`config.mk`:
```
export PLATFORM = sky130hd
export DESIGN_NAME = playback_controller
export DESIGN_NICKNAME = d
export VERILOG_FILES = /design/src/rtl/playback_controller.sv
export SDC_FILE = /design/constraint.sdc
export NUM_CORES = 1
export LEC_CHECK = 0
export ABC_AREA = 1
export CAP_MARGIN = 15
export CORE_AREA = 8 8 84 86
export CTS_BUF_LIST = sky130_fd_sc_hd__clkbuf_4
export DETAILED_ROUTE_END_ITERATION = 12
export DIE_AREA = 0 0 92 94
export DONT_BUFFER_PORTS = 1
export GPL_ROUTABILITY_DRIVEN = 0
export PLACE_DENSITY = 0.73
export SYNTH_ARGS = -nofsm -noshare
export SYNTH_HDL_FRONTEND = slang
export SYNTH_SLANG_ARGS = --single-unit
```
`constraint.sdc`:
```
create_clock -name clk -period 3.5 [get_ports clk]
set_input_delay 0.525 -clock clk [delete_from_list [all_inputs] [get_ports clk]]
set_output_delay 0.525 -clock clk [all_outputs]
set_load 0.1 [all_outputs]
```
`src/rtl/playback_controller.sv`:
```
// ---------------------------------------------------------------------------
// playback_controller
// Record/playback sequencer for a 16-entry note memory. A rising edge on
// rec_req stores the current note (two-cycle ld_note strobe). A rising edge
// on play_req steps through the stored notes, holding each one for
// NOTE_TICKS clock cycles. Playback starts at the oldest entry when the
// buffer is full, otherwise at address 1.
//
// Build option:
//   PLAY_LOOP_EN - when defined, playback restarts at the start address after
//                  the last note and runs until stop_req or reset. When
//                  undefined, playback returns to IDLE after the last note.
// ---------------------------------------------------------------------------
module playback_controller #(
    parameter int NOTE_TICKS = 12500000,
    parameter int CNT_W      = 26
) (
    input  logic       clk,
    input  logic       reset,
    input  logic       rec_req,
    input  logic       play_req,
    input  logic       stop_req,
    output logic       ld_note,
    output logic       ld_play,
    output logic [3:0] note_counter,
    output logic       display_note,
    output logic [4:0] note_count,
    output logic       playing
);

    typedef enum logic [1:0] {
        IDLE      = 2'd0,
        REC1      = 2'd1,
        REC2      = 2'd2,
        PLAY_HOLD = 2'd3
    } state_t;

    localparam logic [CNT_W-1:0] TICK_LAST = CNT_W'(NOTE_TICKS - 1);

    state_t           state_q;
    logic             rec_q;
    logic             play_q;
    logic [3:0]       wr_ptr_q;
    logic [4:0]       note_count_q;
    logic [4:0]       idx_q;
    logic [CNT_W-1:0] tick_q;
    logic [CNT_W-1:0] tick_d;
    logic [3:0]       note_counter_q;
    logic             ld_note_q;
    logic             ld_play_q;
    logic             display_q;
    logic             playing_q;

    logic             rec_edge_s;
    logic             play_edge_s;
    logic             full_s;
    logic [3:0]       start_addr_s;

    assign rec_edge_s   = rec_req & ~rec_q;
    assign play_edge_s  = play_req & ~play_q;
    assign full_s       = (note_count_q == 5'd16);
    // A full buffer has wrapped, so the oldest entry sits just past wr_ptr.
    assign start_addr_s = full_s ? (wr_ptr_q + 4'd1) : 4'd1;
    assign tick_d       = tick_q + {{(CNT_W-1){1'b0}}, 1'b1};

    // Request synchronisation registers used for rising-edge detection.
    always_ff @(posedge clk or posedge reset) begin
        if (reset) begin
            rec_q  <= 1'b0;
            play_q <= 1'b0;
        end else begin
            rec_q  <= rec_req;
            play_q <= play_req;
        end
    end

    // Main sequencer FSM with all datapath-facing outputs registered.
    always_ff @(posedge clk or posedge reset) begin
        if (reset) begin
            state_q        <= IDLE;
            wr_ptr_q       <= 4'd0;
            note_count_q   <= 5'd0;
            idx_q          <= 5'd0;
            tick_q         <= '0;
            note_counter_q <= 4'd0;
            ld_note_q      <= 1'b0;
            ld_play_q      <= 1'b0;
            display_q      <= 1'b0;
            playing_q      <= 1'b0;
        end else begin
            display_q <= 1'b0;
            case (state_q)
                IDLE: begin
                    if (rec_edge_s) begin
                        // Record wins over a simultaneous play request.
                        state_q   <= REC1;
                        ld_note_q <= 1'b1;
                    end else if (play_edge_s && (note_count_q != 5'd0)) begin
                        state_q        <= PLAY_HOLD;
                        note_counter_q <= start_addr_s;
                        tick_q         <= '0;
                        idx_q          <= 5'd1;
                        display_q      <= 1'b1;
                        ld_play_q      <= 1'b1;
                        playing_q      <= 1'b1;
                    end else begin
                        state_q <= IDLE;
                    end
                end
                REC1: begin
                    state_q <= REC2;
                end
                REC2: begin
                    state_q   <= IDLE;
                    ld_note_q <= 1'b0;
                    wr_ptr_q  <= wr_ptr_q + 4'd1;
                    if (!full_s) begin
                        note_count_q <= note_count_q + 5'd1;
                    end else begin
                        note_count_q <= note_count_q;
                    end
                end
                PLAY_HOLD: begin
                    if (stop_req) begin
                        state_q   <= IDLE;
                        tick_q    <= '0;
                        ld_play_q <= 1'b0;
                        playing_q <= 1'b0;
                    end else if (tick_q == TICK_LAST) begin
                        tick_q <= '0;
                        if (idx_q < note_count_q) begin
                            note_counter_q <= note_counter_q + 4'd1;
                            idx_q          <= idx_q + 5'd1;
                            display_q      <= 1'b1;
                        end else begin
`ifdef PLAY_LOOP_EN
                            note_counter_q <= start_addr_s;
                            idx_q          <= 5'd1;
                            display_q      <= 1'b1;
`else
                            state_q   <= IDLE;
                            ld_play_q <= 1'b0;
                            playing_q <= 1'b0;
`endif
                        end
                    end else begin
                        tick_q <= tick_d;
                    end
                end
                default: begin
                    state_q   <= IDLE;
                    ld_note_q <= 1'b0;
                    ld_play_q <= 1'b0;
                    playing_q <= 1'b0;
                end
            endcase
        end
    end

    assign ld_note      = ld_note_q;
    assign ld_play      = ld_play_q;
    assign note_counter = note_counter_q;
    assign display_note = display_q;
    assign note_count   = note_count_q;
    assign playing      = playing_q;

endmodule

```
# [After elaboration in Yosys (flattened, before gate mapping)]
# Cells that the tools add are included.
[word_totals] register_bits=51 latchBits=0 ram_bits=0 romBits=0 input_bits=5 out_inout_bits=13 mem_count=0
[op_classes] n_addsub=5 multipliers=0 div=0 order_cmp=1 n_eq_ne=13 shift=0 mux=38 n_bitwise=5 reduce_logical=11
[op_table] cell="26-bit 2-to-1 mux" n=4
[op_table] cell="26-bit one-hot mux with 2 select lines" n=1
[op_table] cell="26-bit by 1-bit adder with 26-bit output, second input constant" n=1
[op_table] cell="26-bit by 24-bit == test with 1-bit output, second input constant" n=1
[op_table] cell="5-bit 2-to-1 mux" n=5
[op_table] cell="4-bit 2-to-1 mux" n=6
[op_table] cell="2-bit inequality test, second input constant" n=6
[op_table] cell="1-bit 2-to-1 mux" n=11
[op_table] cell="5-bit by 1-bit adder with 5-bit output, second input constant" n=2
[op_table] cell="2-bit 2-to-1 mux" n=5
[op_table] cell="5-bit one-hot mux with 2 select lines" n=1
[op_table] cell="4-bit by 1-bit adder with 4-bit output, second input constant" n=2
[op_table] cell="2-bit one-hot mux with 4 select lines" n=1
[op_table] cell="4-bit one-hot mux with 2 select lines" n=1
[op_table] cell="3-bit inequality test, second input constant" n=2
[op_table] cell="1-bit one-hot mux with 2 select lines" n=3
[op_table] cell="2-bit AND reduction" n=3
[op_table] cell="6-bit AND reduction" n=1
[op_table] cell="5-bit == test, second input constant" n=1
[op_table] cell="5-bit < comparator" n=1
[op_table] cell="5-bit AND reduction" n=1
[op_table] cell="5-bit nonzero test" n=1
[op_table] cell="2-bit == test, second input constant" n=2
[op_table] cell="2-bit nonzero test" n=2
[op_table] cell="6 further kinds" n=9

# [Logic depth before layout (Yosys ltp)]
# Gate-level depths: netlist of run 1.
[logic_depth] word_depth=6 mapped_depth=11

# [Least setup slack after synthesis of run 1]
# No wires, ideal clock.
[synth_timing] kind="register to register" startpoint="register note_count_q[4] (netlist: note_count[4])" endpoint="register note_counter_q[0] (netlist: note_counter[0])" setup_time_ns=0.122 arrival_time_ns=2.223 t_required_ns=3.378 setup_slack_ns=1.155 stages_incl_launch_ff=11 n_path_buf=0 cell_sequence="dfrtp_1 > inv_1 > ha_1 > nand2_1 > inv_1 > nand2_1 > nand3_1 > nand2_1 > nand3_4 > nand2_1 > nand2_1"
[synth_between] elab_chain_cells=5
[synth_rtl] item="start, declared" line="44" source="logic [4:0] note_count_q;"
[synth_rtl] item="start signal, assigned" line="118" source="note_count_q <= note_count_q + 5'd1;"
[synth_rtl] item="start signal, assigned" line="120" source="note_count_q <= note_count_q;"
[synth_rtl] item="parallel branches: the longest is 5 deep, another holds 5-bit < comparator"
[synth_rtl] item="end signal, assigned" line="100" source="note_counter_q <= start_addr_s;"
[synth_rtl] item="end signal, assigned" line="132" source="note_counter_q <= note_counter_q + 4'd1;"
[synth_rtl] item="end, declared" line="48" source="logic [3:0] note_counter_q;"
# Parallel ways; which one is timed is not known. The select of a mux whose other input is x is not followed.
# A chain may end at the register's enable or synchronous reset.

# [Worst setup path after layout of run 1]
[layout_timing] startpoint="register note_count_q[0] (netlist: note_count[0])" endpoint="register tick_q[15]"
[layout_between] elab_chain_cells=4
[layout_rtl] item="5-bit nonzero test" line="98" source="end else if (play_edge_s && (note_count_q != 5'd0)) begin"
[layout_rtl] item="1-bit logical AND" line="98"
[layout_rtl] item="2-bit inequality test (no line)"
[layout_rtl] item="3-bit AND reduction (no line)"
[layout_rtl] item="end signal, assigned" line="147" source="tick_q <= tick_d;"
[layout_rtl] item="end, declared" line="46" source="logic [CNT_W-1:0] tick_q;"
# No other way between the ends.

==> results by group, run 1 <==
Run status
  • Status: completed

Critical path
  • Worst EP arrival: 2510 ps
  • Setup CP Type: flip-flop to flip-flop
  • Buf+Inv Stages, Crit Path: 3
  • Crit. End Element: flip-flop
  • Critical Path Start Type: flip-flop
  • CP top delay family: simple AND/OR/NAND/NOR gates
  • Maximum fanout along the worst path: approximately 40
  • Max stage delay on crit path: 380 ps
  • CP Data Required Time: around 3800 ps
  • CP cell instances: buf_4, inv_1, ha_1, nand3_1, nand3_2, nand2_4, nand2_4, inv_1, nor2_1
  • CP max-delay cell: nand2_4

Logic synthesis
  • Syn_area_per_cell: 7.05 sq um
  • Synth Flop Type: dfrtp_1
  • Yosys reg bits: 51
  • Post-Synthesis Cells: 467
  • Mapped Nets: 486
  • Number of synthesized flops with an enable pin: 0
  • Synth top area cells: dfrtp_1, nand2_1, nor2_1
  • Post-synth ARST share: 100%
  • Synth Cell Area: 3290 sq um
  • Post-synth top cells: nand2_1, nor2_1, inv_1
  • Synth Warn #: 0
  • Most common cell in the netlist: nand2_1
  • Synth area leader: dfrtp_1
  • Distinct cell type count after synthesis: 26
  • Post-synthesis sequential area ratio: 38.8%
  • Top cell type's share of synthesized area: 38.8%

Clock tree
  • Post-CTS Setup Repair Bufs: 0
  • CTS clk-pin slew, worst paths: 150 ps
  • Hold buffers post-CTS: 0
  • CTS sink cnt: 51
  • TritonCTS clock tree: yes
  • Root Buffer: clkbuf_4
  • CTS max path bufs: 2
  • Post_cts resized: 0
  • CTS buffer count: 5
  • H-tree levels: 2
  • Latest clock arrival within the worst-skew pair: 370 ps

Drt
  • TritonRoute pass-1 iters: 6
  • DRT iter0 DRCs: 156
  • Total via count in the routed design: approximately 2900
  • Via density: 5.28
  • # DRC: 0
  • Routed Antenna Nets: 0
  • Total wire length: between 7000 and 8000 microns
  • Wire per inst: 13.1 microns

STA
  • RSZ-0062 raised after global routing: false
  • Worst slew pin tran: 971 ps
  • Final setup fails: 0
  • Final worst slack: ~1300 ps
  • Period Utilization, post-route: 64.2%
  • Final setup skew: 12.8 ps
  • Final hold vios: 0
  • Max-slew headroom: 35.3%
  • Achievable Freq: 445 MHz
  • Setup TNS Final: 0 ps
  • Hold Slack: 81.2 ps
  • Final min period: ~2200 ps
  • Max Slew Vio Count: 0

Finish
  • Proportion of layout cells with a drive suffix above 1: around 6.5%
  • Combined area of the multi-input logic cells: 1730 sq um
  • Layout Nets: around 500
  • Register Area: approximately 1300 sq um
  • Diodes inserted: 0
  • Synth-to-layout area growth: 5.58%
  • Fillers: 552
  • Final core utilization: approximately 61%

Floorplan
  • Core area: roughly 5700 sq um
  • Die outline area: between 8000 and 9000 sq um
  • Die Wd: around 92 microns
  • Die height: about 94 microns
  • Starting density of the core: 57.3%
  • Cell Rows: 28
  • Boundary Pins: 18

Global route
  • Vias in the first global route: 2747
  • Global-route usage over all layers: 17.7%
  • Largest net degree at the start of global routing: 42
  • Initial antenna violation count: 0
  • Total congestion overflow: 0
  • First-pass GRT wire length: 12600 microns

Pwr
  • Leak: 1.75 nW
  • Pwr Density: 624 nW/um^2
  • Maximum vdd drop: 615 uV

Placement
  • I/O Buffers: 0
  • Dpl hpwl: 5390 microns
  • Dpl ws: 1250 ps

Worst hold path
  • Worst Hold Class: input pin to asynchronous set/reset pin

Run
  • Max-Cap Viols: 0
## path summary, 6_finish.rpt
path                       slack, ps                 startpoint  cells past startpoint                       to
max                             1250  note_count[0]$_DFFE_PP0P_                      9   tick_q[15]$_DFFE_PP0P_
min                               80                      reset                      1   state_q[1]$_DFFE_PP0P_
max reg2reg                     1250  note_count[0]$_DFFE_PP0P_                      9   tick_q[15]$_DFFE_PP0P_
min reg2reg                      540    wr_ptr_q[0]$_DFFE_PP0P_                      1  wr_ptr_q[0]$_DFFE_PP0P_
max in group asynchronous       2690                      reset                      2  wr_ptr_q[1]$_DFFE_PP0P_
min in group clk                 160                   play_req                      0         play_q$_DFF_PP0_
## area by class of cell
type	instances	area share, %
clock buffer	6	1.30
clock inverter	2	1.73
inverter	57	6.15
multi-input combinational	351	49.9
sequential	51	36.7
tap	75	2.70
timing repair buffer	7	1.51
## worst reg2reg max path, cell delays in order (launching register included)
cell	delay [ps]
dfrtp_1	360
buf_4	310
inv_1	120
ha_1	230
nand3_1	120
nand3_2	120
nand2_4	380
nand2_4	230
inv_1	200
nor2_1	70
## power breakdown
group	leakage [nW]	switching, W	total, W	internal (W)
sequential	0.683	0.000225	0.000903	0.000678
clock	0.0559	0.000188	0.000419	0.000231
combinational	1.01	0.000635	0.000846	0.000211
## logic make-up (layout without fill, tap and decap cells)
group / count (synthesis) / after routing / synth area share, %
compound gates: 18 / 18 / 2.93
xor+xnor: 17 / 17 / 4.52
fa+ha+maj: 14 / 14 / 5.32
buf+inv: 65 / 72 / 8.59
flops: 51 / 51 / 38.8
simple gates: 302 / 302 / 39.9
## placed cells by master, fill, tap and decap left out
master | Yosys | layout
nand3_2 | 1 | 1
xor2_1 | 16 | 16
buf_4 | 2 | 7
inv_1 | 55 | 54
dfrtp_2 | 0 | 1
o21ai_0 | 11 | 11
clkbuf_4 | 0 | 6
o21bai_1 | 1 | 1
nor2_4 | 1 | 1
nand2_2 | 3 | 3
nand3_4 | 2 | 2
nor2_2 | 1 | 1
nand2_4 | 3 | 3
nand4_1 | 16 | 16
nand3b_1 | 3 | 3
a21oi_1 | 5 | 5
nor3_1 | 7 | 7
nand3_1 | 37 | 37
a21oi_2 | 1 | 1
nand2_1 | 145 | 145
inv_2 | 2 | 3
ha_1 | 14 | 14
dfrtp_1 | 51 | 50
nor2_1 | 83 | 83
xnor2_1 | 1 | 1
bufinv_16 | 0 | 2
## per-stage QoR
stage                     cell area (sq um)  std cells  power, W
final                                  3480        549   0.00217
after global placement                 3370        541   0.00174
after detailed placement               3370        541   0.00176
after global routing                   3480        549   0.00230
after floorplan                        3290        467   0.00161
after CTS                              3480        549   0.00219
## per-layer routing
metal / vias up / track usage [%] / share of wire (%)
met1: 1321 / 24.6 / 49
met3: 15 / 3.84 / 5.7
met5: - / 0 / 0
met2: 92 / 27.2 / 44
met4: 0 / 4.70 / 1.1
li1: 1473 / - / -
## sequential cells by signal (all words and copies together), names as in the netlist
signal        flops
state_q           2
idx_q             5
tick_q           26
note_counter      4
rec_q             1
note_count        5
play_q            1
playing           1
ld_note           1
display_note      1
wr_ptr_q          4
Note: power is estimated with default switching activity, not from simulation.
==> run 2: changes to the inputs <==
==> config.mk (replaced) <==
export PLATFORM = sky130hd
export DESIGN_NAME = playback_controller
export DESIGN_NICKNAME = d
export VERILOG_FILES = /design/src/rtl/playback_controller.sv
export SDC_FILE = /design/constraint.sdc
export NUM_CORES = 1
export LEC_CHECK = 0
export ABC_AREA = 0
export CAP_MARGIN = 15
export CORE_AREA = 8 8 78 80
export CTS_BUF_LIST = sky130_fd_sc_hd__clkbuf_4
export DETAILED_ROUTE_END_ITERATION = 12
export DIE_AREA = 0 0 86 88
export DONT_BUFFER_PORTS = 1
export GPL_ROUTABILITY_DRIVEN = 0
export PLACE_DENSITY = 0.74
export SYNTH_ARGS = -nofsm -noshare
export SYNTH_HDL_FRONTEND = slang
export SYNTH_SLANG_ARGS = --single-unit
==> constraint.sdc (replaced) <==
create_clock -name clk -period 2.1 [get_ports clk]
set_input_delay 0.315 -clock clk [delete_from_list [all_inputs] [get_ports clk]]
set_output_delay 0.315 -clock clk [all_outputs]
set_load 0.1 [all_outputs]
==> run 2 against run 1 <==
Effect of this change: register-to-register slack lost 1200 ps; die area shrank 12%; critical path depth shrank 1; maximum frequency grew 8.7%; highest routed layer unchanged; utilization grew 11 points; cell area grew 0.40%.
==> results by group, run 2 <==
Pwr
  • Maximum vdd drop: 1010 uV (+65%)
  • Leak: 1.48 nW (-15%)
  • P_int: 0.00194 W (+73%)
  • Comb power frac: 53.7% (+15 points)
  • Switching part of the total: 48.6% (+0.29 points)
  • Pwr Density: 1080 nW/um^2 (+73%)
  • Flop pwr share: 34.2% (-7.5 points)
  • Clock power frac: 12.1% (-7.2 points)
  • Net Switching: 0.00183 W (+75%)

Logic synthesis
  • Post-synth ARST share: 100% (unchanged)
  • Post-Synthesis Cells: 298 (-36%)
  • Synth top area cells: dfrtp_1, ha_1, xnor2_1
  • Distinct cell type count after synthesis: 44 (+69%)
  • Mapped Nets: 317 (-35%)
  • Adder-Cell Fraction of Synth Area: 6.18% (+0.86 points)
  • Synth Warn #: 0 (unchanged)
  • Synth Flop Type: dfrtp_1
  • Number of synthesized flops with an enable pin: 0 (unchanged)
  • Yosys reg bits: 51 (unchanged)
  • Top cell type's share of synthesized area: 45.0% (+6.2 points)
  • Largest family of logic cells by synthesized area: simple AND/OR/NAND/NOR gates
  • Multiplexer share of the synthesized area: 0.794% (+0.79 points)
  • XOR/XNOR Fraction of Synth Area: 8.34% (+3.8 points)
  • Syn_area_per_cell: 9.52 sq um (+35%)
  • Simple-Gate Fraction of Synth Area: 24.9% (-15 points)
  • Post-synth top cells: dfrtp_1, nand2_1, nor2_1
  • Synth area leader: dfrtp_1
  • Compound-Gate Fraction of Synth Area: 11.6% (+8.7 points)
  • Synth Cell Area: 2840 sq um (-14%)
  • Most common cell in the netlist: dfrtp_1
  • Post-synthesis sequential area ratio: 45.0% (+6.2 points)

Global route
  • Largest net degree at the start of global routing: 27 (-36%)
  • Total congestion overflow: 0 (unchanged)
  • First-pass GRT wire length: 10800 microns (-14%)
  • Vias in the first global route: 2276 (-17%)
  • Initial antenna violation count: 0 (unchanged)
  • Global-route usage over all layers: 17.7% (about the same)

Floorplan
  • Die outline area: 7570 sq um (-12%)
  • Boundary Pins: 18 (unchanged)
  • Die Wd: 86 microns (-6.5%)
  • Core area: 4910 sq um (-15%)
  • Die height: 88 microns (-6.4%)
  • Cell Rows: 26 (-7.1%)
  • Starting density of the core: 57.7% (+0.43 points)

STA
  • Max-slew headroom: 60.7% (+25 points)
  • Final hold vios: 0 (unchanged)
  • Hold Slack: 189 ps (+107 ps)
  • Final min period: 2070 ps (-181 ps)
  • Max Slew Vio Count: 0 (unchanged)
  • Worst slew pin tran: 588 ps (-383 ps)
  • Final setup fails: 0 (unchanged)
  • Period Utilization, post-route: 98.4% (+34 points)
  • Achievable Freq: 484 MHz (+8.7%)
  • RSZ-0062 raised after global routing: true
  • Final setup skew: 17.4 ps (+4.61 ps)

Drt
  • # DRC: 0 (unchanged)
  • Routed Antenna Nets: 0 (unchanged)
  • DRT iter0 DRCs: 226 (+45%)
  • Via density: 5.84 (+11%)
  • Total via count in the routed design: 2396 (-17%)
  • Wire per inst: 16.5 microns (+26%)
  • Total wire length: 6760 microns (-6.3%)
  • TritonRoute pass-1 iters: 4 (-2)

Critical path
  • Critical Path Start Type: flip-flop
  • Crit. End Element: flip-flop
  • R2R depth: 8 (-1)
  • Setup CP Type: flip-flop to flip-flop
  • CP Data Required Time: 2410 ps (-1360 ps)
  • Worst EP arrival: 2370 ps (-140 ps)
  • Maximum fanout along the worst path: 5 (-88%)

Finish
  • Cell area after layout: 3490 sq um (+0.40%)
  • Biggest register: tick_q
  • Most frequent cells in the layout: dfrtp_1, buf_4, nand2_1, nor2_1, nand3_1
  • Commonest non-fill, non-tap cell in the layout: dfrtp_1
  • Final core utilization: 71.1% (+11 points)
  • Proportion of layout cells with a drive suffix above 1: 28.8% (+22 points)
  • Largest register FFs: 26 (unchanged)
  • Diodes inserted: 0 (unchanged)
  • Synth-to-layout area growth: 23.1%
  • Layout Nets: 358 (-27%)

Clock tree
  • CTS sink cnt: 51 (unchanged)
  • CTS clk-pin slew, worst paths: 150 ps (about the same)
  • TritonCTS clock tree: yes
  • CTS max path bufs: 2 (unchanged)
  • Root Buffer: clkbuf_4
  • CTS buffer count: 5 (unchanged)
  • Latest clock arrival within the worst-skew pair: 360 ps (about the same)
  • H-tree levels: 2 (unchanged)

Run status
  • Status: completed

Placement
  • Dpl hpwl: 4660 microns (-14%)
  • I/O Buffers: 0 (unchanged)
  • Placed instance area: 3210 sq um (-4.9%)

Worst hold path
  • Worst Hold Depth: 3
  • Worst Hold Class: input pin to flip-flop

Run
  • Max-Cap Viols: 0 (unchanged)
[run 2: cell count changes in the layout (fill, tap and decap cells not counted), sizes merged, moves of 14 or more]
| cell | change |
|---|---|
| inv | -45 |
| nor2 | -62 |
| nand3 | -18 |
| nand2 | -118 |
| buf | +34 |
| xnor2 | +14 |
[run 2: what timing repair did]
action / CTS / global route
hold buffers: 3 / 0
resized for setup: 2 / 21
setup buffers: 0 / 9
pin swaps: 0 / 3
endpoints found under the setup margin: 3 / 28
hold endpoints to repair: 26 / 0
[run 2: cell families (layout without fill, tap and decap cells)]
kind of cell,Yosys count,after routing
simple gates,132,132
flops,51,51
compound gates,50,50
xor+xnor,27,27
buf+inv,22,64
fa+ha+maj,14,14
mux,2,2
[run 2: per-layer routing]
metal | GRT usage [%] | vias to the layer above | part of all wire [%]
li1 | - | 1144 | -
met1 | 23.9 | 1171 | 45
met2 | 28.1 | 74 | 48
met3 | 3.66 | 7 | 5.8
met4 | 4.78 | 0 | 0.96
met5 | 0 | - | 0
[run 2: final timing paths]
path                                            from                         to  slack [ps]
max                        note_count[2]$_DFFE_PP0P_       idx_q[3]$_DFFE_PP0P_          30
min                                          rec_req        ld_note$_DFFE_PP0P_         190
max reg2reg                note_count[2]$_DFFE_PP0P_       idx_q[3]$_DFFE_PP0P_          30
min reg2reg                note_count[2]$_DFFE_PP0P_  note_count[2]$_DFFE_PP0P_         530
max in group asynchronous                      reset        playing$_DFFE_PP0P_        1010
min in group asynchronous                      reset     state_q[1]$_DFFE_PP0P_         460
[run 2: stage by stage]
step,total power [W],worst slack [ps],setup TNS [ps],cells
6_report,0.00377,32.6,0,410
5_1_grt,0.00397,-46.3,-486,410
4_1_cts,0.00365,9.97,0,401
3_5_place_dp,0.00318,-116,-178,390
3_3_place_gp,0.00314,97.7,0,390
2_1_floorplan,0.00276,-338,-5740,298
[run 2: power by group through the flow]
stage | Combinational, W | Clock [W] | Sequential, W
3_3_place_gp | 0.00183 | 0 | 0.00131
3_5_place_dp | 0.00187 | 0 | 0.00132
4_1_cts | 0.00189 | 0.000473 | 0.00130
6_report | 0.00202 | 0.000456 | 0.00129
2_1_floorplan | 0.000791 | 0 | 0.00197
5_1_grt | 0.00216 | 0.000506 | 0.00131
[run 2: layout make-up]
type / instances / area (sq um)
Fill cell: 363 / 1420
Clock inverter: 1 / 5.00
Inverter: 12 / 45.0
Sequential cell: 51 / 1280
Clock buffer: 7 / 52.6
Timing Repair Buffer: 44 / 350
Multi-Input combinational cell: 225 / 1670
Tap cell: 70 / 87.6
[run 2: worst max-delay path: stages, from the launching register on]
cell     delay (ps)
dfrtp_2         470
inv_1           140
ha_4            230
a21oi_2         150
o21ai_2          90
a31oi_4         250
nand3_2         110
or4_4           430
a21oi_2         140
==> run 3: changes to the inputs <==
--- a/config.mk
+++ b/config.mk
@@ -9,11 +9,12 @@
 export CAP_MARGIN = 15
 export CORE_AREA = 8 8 78 80
 export CTS_BUF_LIST = sky130_fd_sc_hd__clkbuf_4
+export CTS_CLUSTER_DIAMETER = 200
 export DETAILED_ROUTE_END_ITERATION = 12
 export DIE_AREA = 0 0 86 88
 export DONT_BUFFER_PORTS = 1
 export GPL_ROUTABILITY_DRIVEN = 0
-export PLACE_DENSITY = 0.74
+export PLACE_DENSITY = 0.85
 export SYNTH_ARGS = -nofsm -noshare
 export SYNTH_HDL_FRONTEND = slang
 export SYNTH_SLANG_ARGS = --single-unit
==> run 3 against run 2 <==
Effect of this change: the run now ends with negative setup slack left; combinational power increased by 7%; total power increased by 4.7%; first-iteration DRC count increased by 27%; die area unchanged; routed wire length increased by 12%; final cell count increased by 1.5%; largest cell class unchanged.
==> results by group, run 3 (same netlist as run 2, synthesis figures left out) <==
Pwr
  • Net Switching: 0.00195 W (+6.4%)
  • Switching part of the total: 49.4% (+0.77 points)
  • Clock power frac: 11.8% (-0.3 points)
  • Leak: 1.52 nW (+2.5%)
  • Maximum vdd drop: 883 uV (-13%)
  • Pwr Density: 1110 nW/um^2 (+2.9%)
  • P_int: 0.00200 W (+3.1%)
  • Comb power frac: 54.7% (+1.0 points)
  • Flop pwr share: 33.5% (-0.7 points)

Clock tree
  • Latest clock arrival within the worst-skew pair: 370 ps (about the same)
  • CTS max path bufs: 2 (unchanged)
  • TritonCTS clock tree: yes
  • CTS sink cnt: 51 (unchanged)
  • CTS buffer count: 5 (unchanged)
  • CTS clk-pin slew, worst paths: 160 ps (about the same)
  • H-tree levels: 2 (unchanged)
  • Root Buffer: clkbuf_4

Drt
  • Routed Antenna Nets: 0 (unchanged)
  • Total wire length: 7590 microns (+12%)
  • DRT iter0 DRCs: 287 (+27%)
  • TritonRoute pass-1 iters: 5 (+1)
  • Wire per inst: 18.2 microns (+11%)
  • Via density: 6.23 (+6.6%)
  • # DRC: 0 (unchanged)
  • Total via count in the routed design: 2592 (+8.2%)

Critical path
  • Worst EP arrival: 2450 ps (+80 ps)
  • Crit. End Element: flip-flop
  • R2R Path End: idx_q[3]$_DFFE_PP0P_
  • CP Data Required Time: 2370 ps (-40 ps)
  • Maximum fanout along the worst path: 5 (unchanged)
  • R2r setup slk: -90 ps (-120 ps)
  • RR Startpoint: state_q[1]$_DFFE_PP0P_
  • Setup crit end: idx_q[3]$_DFFE_PP0P_
  • Critical Path Start Type: flip-flop
  • R2R depth: 10 (+2)
  • Setup CP Type: flip-flop to flip-flop
  • Critical Path Start: state_q[1]$_DFFE_PP0P_

Run status
  • Failing checks: negative setup slack
  • Status: finished with violations

Finish
  • Cell area after layout: 3550 sq um (+1.8%)
  • Proportion of layout cells with a drive suffix above 1: 29.6% (+0.74 points)
  • Most frequent cells in the layout: dfrtp_1, buf_4, nand2_1, nor2_1, nand3_1
  • Biggest register: tick_q
  • Layout Nets: 363 (+1.4%)
  • Largest register FFs: 26 (unchanged)
  • Layout Cells excl Fill: 416 (+1.5%)
  • Fillers: 319 (-12%)
  • Commonest non-fill, non-tap cell in the layout: dfrtp_1
  • Synth-to-layout area growth: 25.2%

STA
  • RSZ-0062 raised after global routing: true
  • Setup TNS Final: -275 ps (-275 ps)
  • Final worst slack: -86.6 ps (-119 ps)
  • Final setup fails: 8 (+8)
  • Final setup skew: 19.9 ps (+2.49 ps)
  • Achievable Freq: 457 MHz (-5.5%)
  • Period Utilization, post-route: 104% (+5.7 points)
  • Worst slew pin tran: 563 ps (-25.3 ps)
  • Max Slew Vio Count: 0 (unchanged)
  • Max-slew headroom: 62.4% (+1.7 points)
  • Final hold vios: 0 (unchanged)
  • Final min period: 2190 ps (+119 ps)

Placement
  • Dpl hpwl: 4500 microns (-3.4%)
  • Placed instance area: 3200 sq um (-0.23%)
  • Placed insts: 389 (-0.26%)
  • I/O Buffers: 0 (unchanged)

Global route
  • Initial antenna violation count: 1 (+1)
  • Total congestion overflow: 0 (unchanged)
  • Global-route usage over all layers: 17.9% (+0.16 points)
  • Vias in the first global route: 2277 (+0.044%)
  • First-pass GRT wire length: 10800 microns (-0.64%)
  • Largest net degree at the start of global routing: 45 (+67%)

Floorplan
  • Cell Rows: 26 (unchanged)
  • Die height: 88 microns (unchanged)
  • Starting density of the core: 57.7% (unchanged)
  • Die Wd: 86 microns (unchanged)
  • Core area: 4910 sq um (unchanged)
  • Die outline area: 7570 sq um (unchanged)
  • Boundary Pins: 18 (unchanged)

Worst hold path
  • Worst Hold Class: input pin to flip-flop

Run
  • Max-Cap Viols: 0 (unchanged)
run 3: repair_timing:
action                                  in CTS  in global routing
cloned                                       0                  1
pin swaps                                    0                  5
buffers inserted                             0                 14
resized for setup                            6                 24
hold buffers                                 3                  0
endpoints found under the setup margin       3                 27
endpoints found under the hold margin       42                  0
run 3: layout make-up:
type	count	area [sq um]	area share, %
Multi-Input combinational cell	225	1680	47.2
Sequential cell	51	1280	36.1
Timing Repair Buffer	49	397	11.2
Tap cell	70	87.6	2.47
Clock buffer	7	52.6	1.48
Inverter	12	47.5	1.34
Clock inverter	1	5.00	0.141
Antenna cell	1	2.50	0.0704
run 3: worst min path at each step:
stage,endpoint,cells after the start,startpoint,slack [ps]
finish,ld_note$_DFFE_PP0P_,3,rec_req,220
detailed placement,display_note$_DFF_PP0_,1,reset,110
global placement,display_note$_DFF_PP0_,1,reset,110
global route,ld_note$_DFFE_PP0P_,3,rec_req,280
CTS,ld_note$_DFFE_PP0P_,3,rec_req,210
floorplan,play_q$_DFF_PP0_,0,play_req,350
run 3: worst max-delay path, cell delays in order (launching register included):
cell     delay (ps)
dfrtp_1         450
inv_2           110
ha_4            160
inv_4            40
buf_6           120
o41ai_4         370
buf_6           190
nand3_4          70
buf_4           140
o31ai_1         320
a21oi_2         110
run 3: stage by stage:
| stage | setup WS [ps] | hold WS [ps] | util (%) | total power (W) |
|---|---|---|---|---|
| after floorplan | -338 | 346 | - | 0.00276 |
| after global placement | 102 | 114 | 65.1 | 0.00312 |
| after detailed placement | -109 | 111 | 65.1 | 0.00318 |
| after CTS | -16.4 | 206 | 67.5 | 0.00365 |
| after global routing | -165 | 278 | 72.3 | 0.00411 |
| final | -86.6 | 223 | 72.3 | 0.00394 |
run 3: layer usage:
metal / wire (microns) / up-vias / global-route usage, %
met5: 0 / - / 0
met4: 348 / 0 / 7.17
met3: 406 / 38 / 3.75
met2: 3660 / 129 / 29.5
met1: 3170 / 1266 / 22.3
li1: - / 1159 / -
run 3: power groups by stage:
stage / combinational, W / sequential, W / clock [W]
floorplan: 0.000791 / 0.00197 / 0
global placement: 0.00179 / 0.00133 / 0
detailed placement: 0.00184 / 0.00134 / 0
CTS: 0.00187 / 0.00132 / 0.000463
global route: 0.00226 / 0.00134 / 0.000503
finish: 0.00216 / 0.00132 / 0.000465
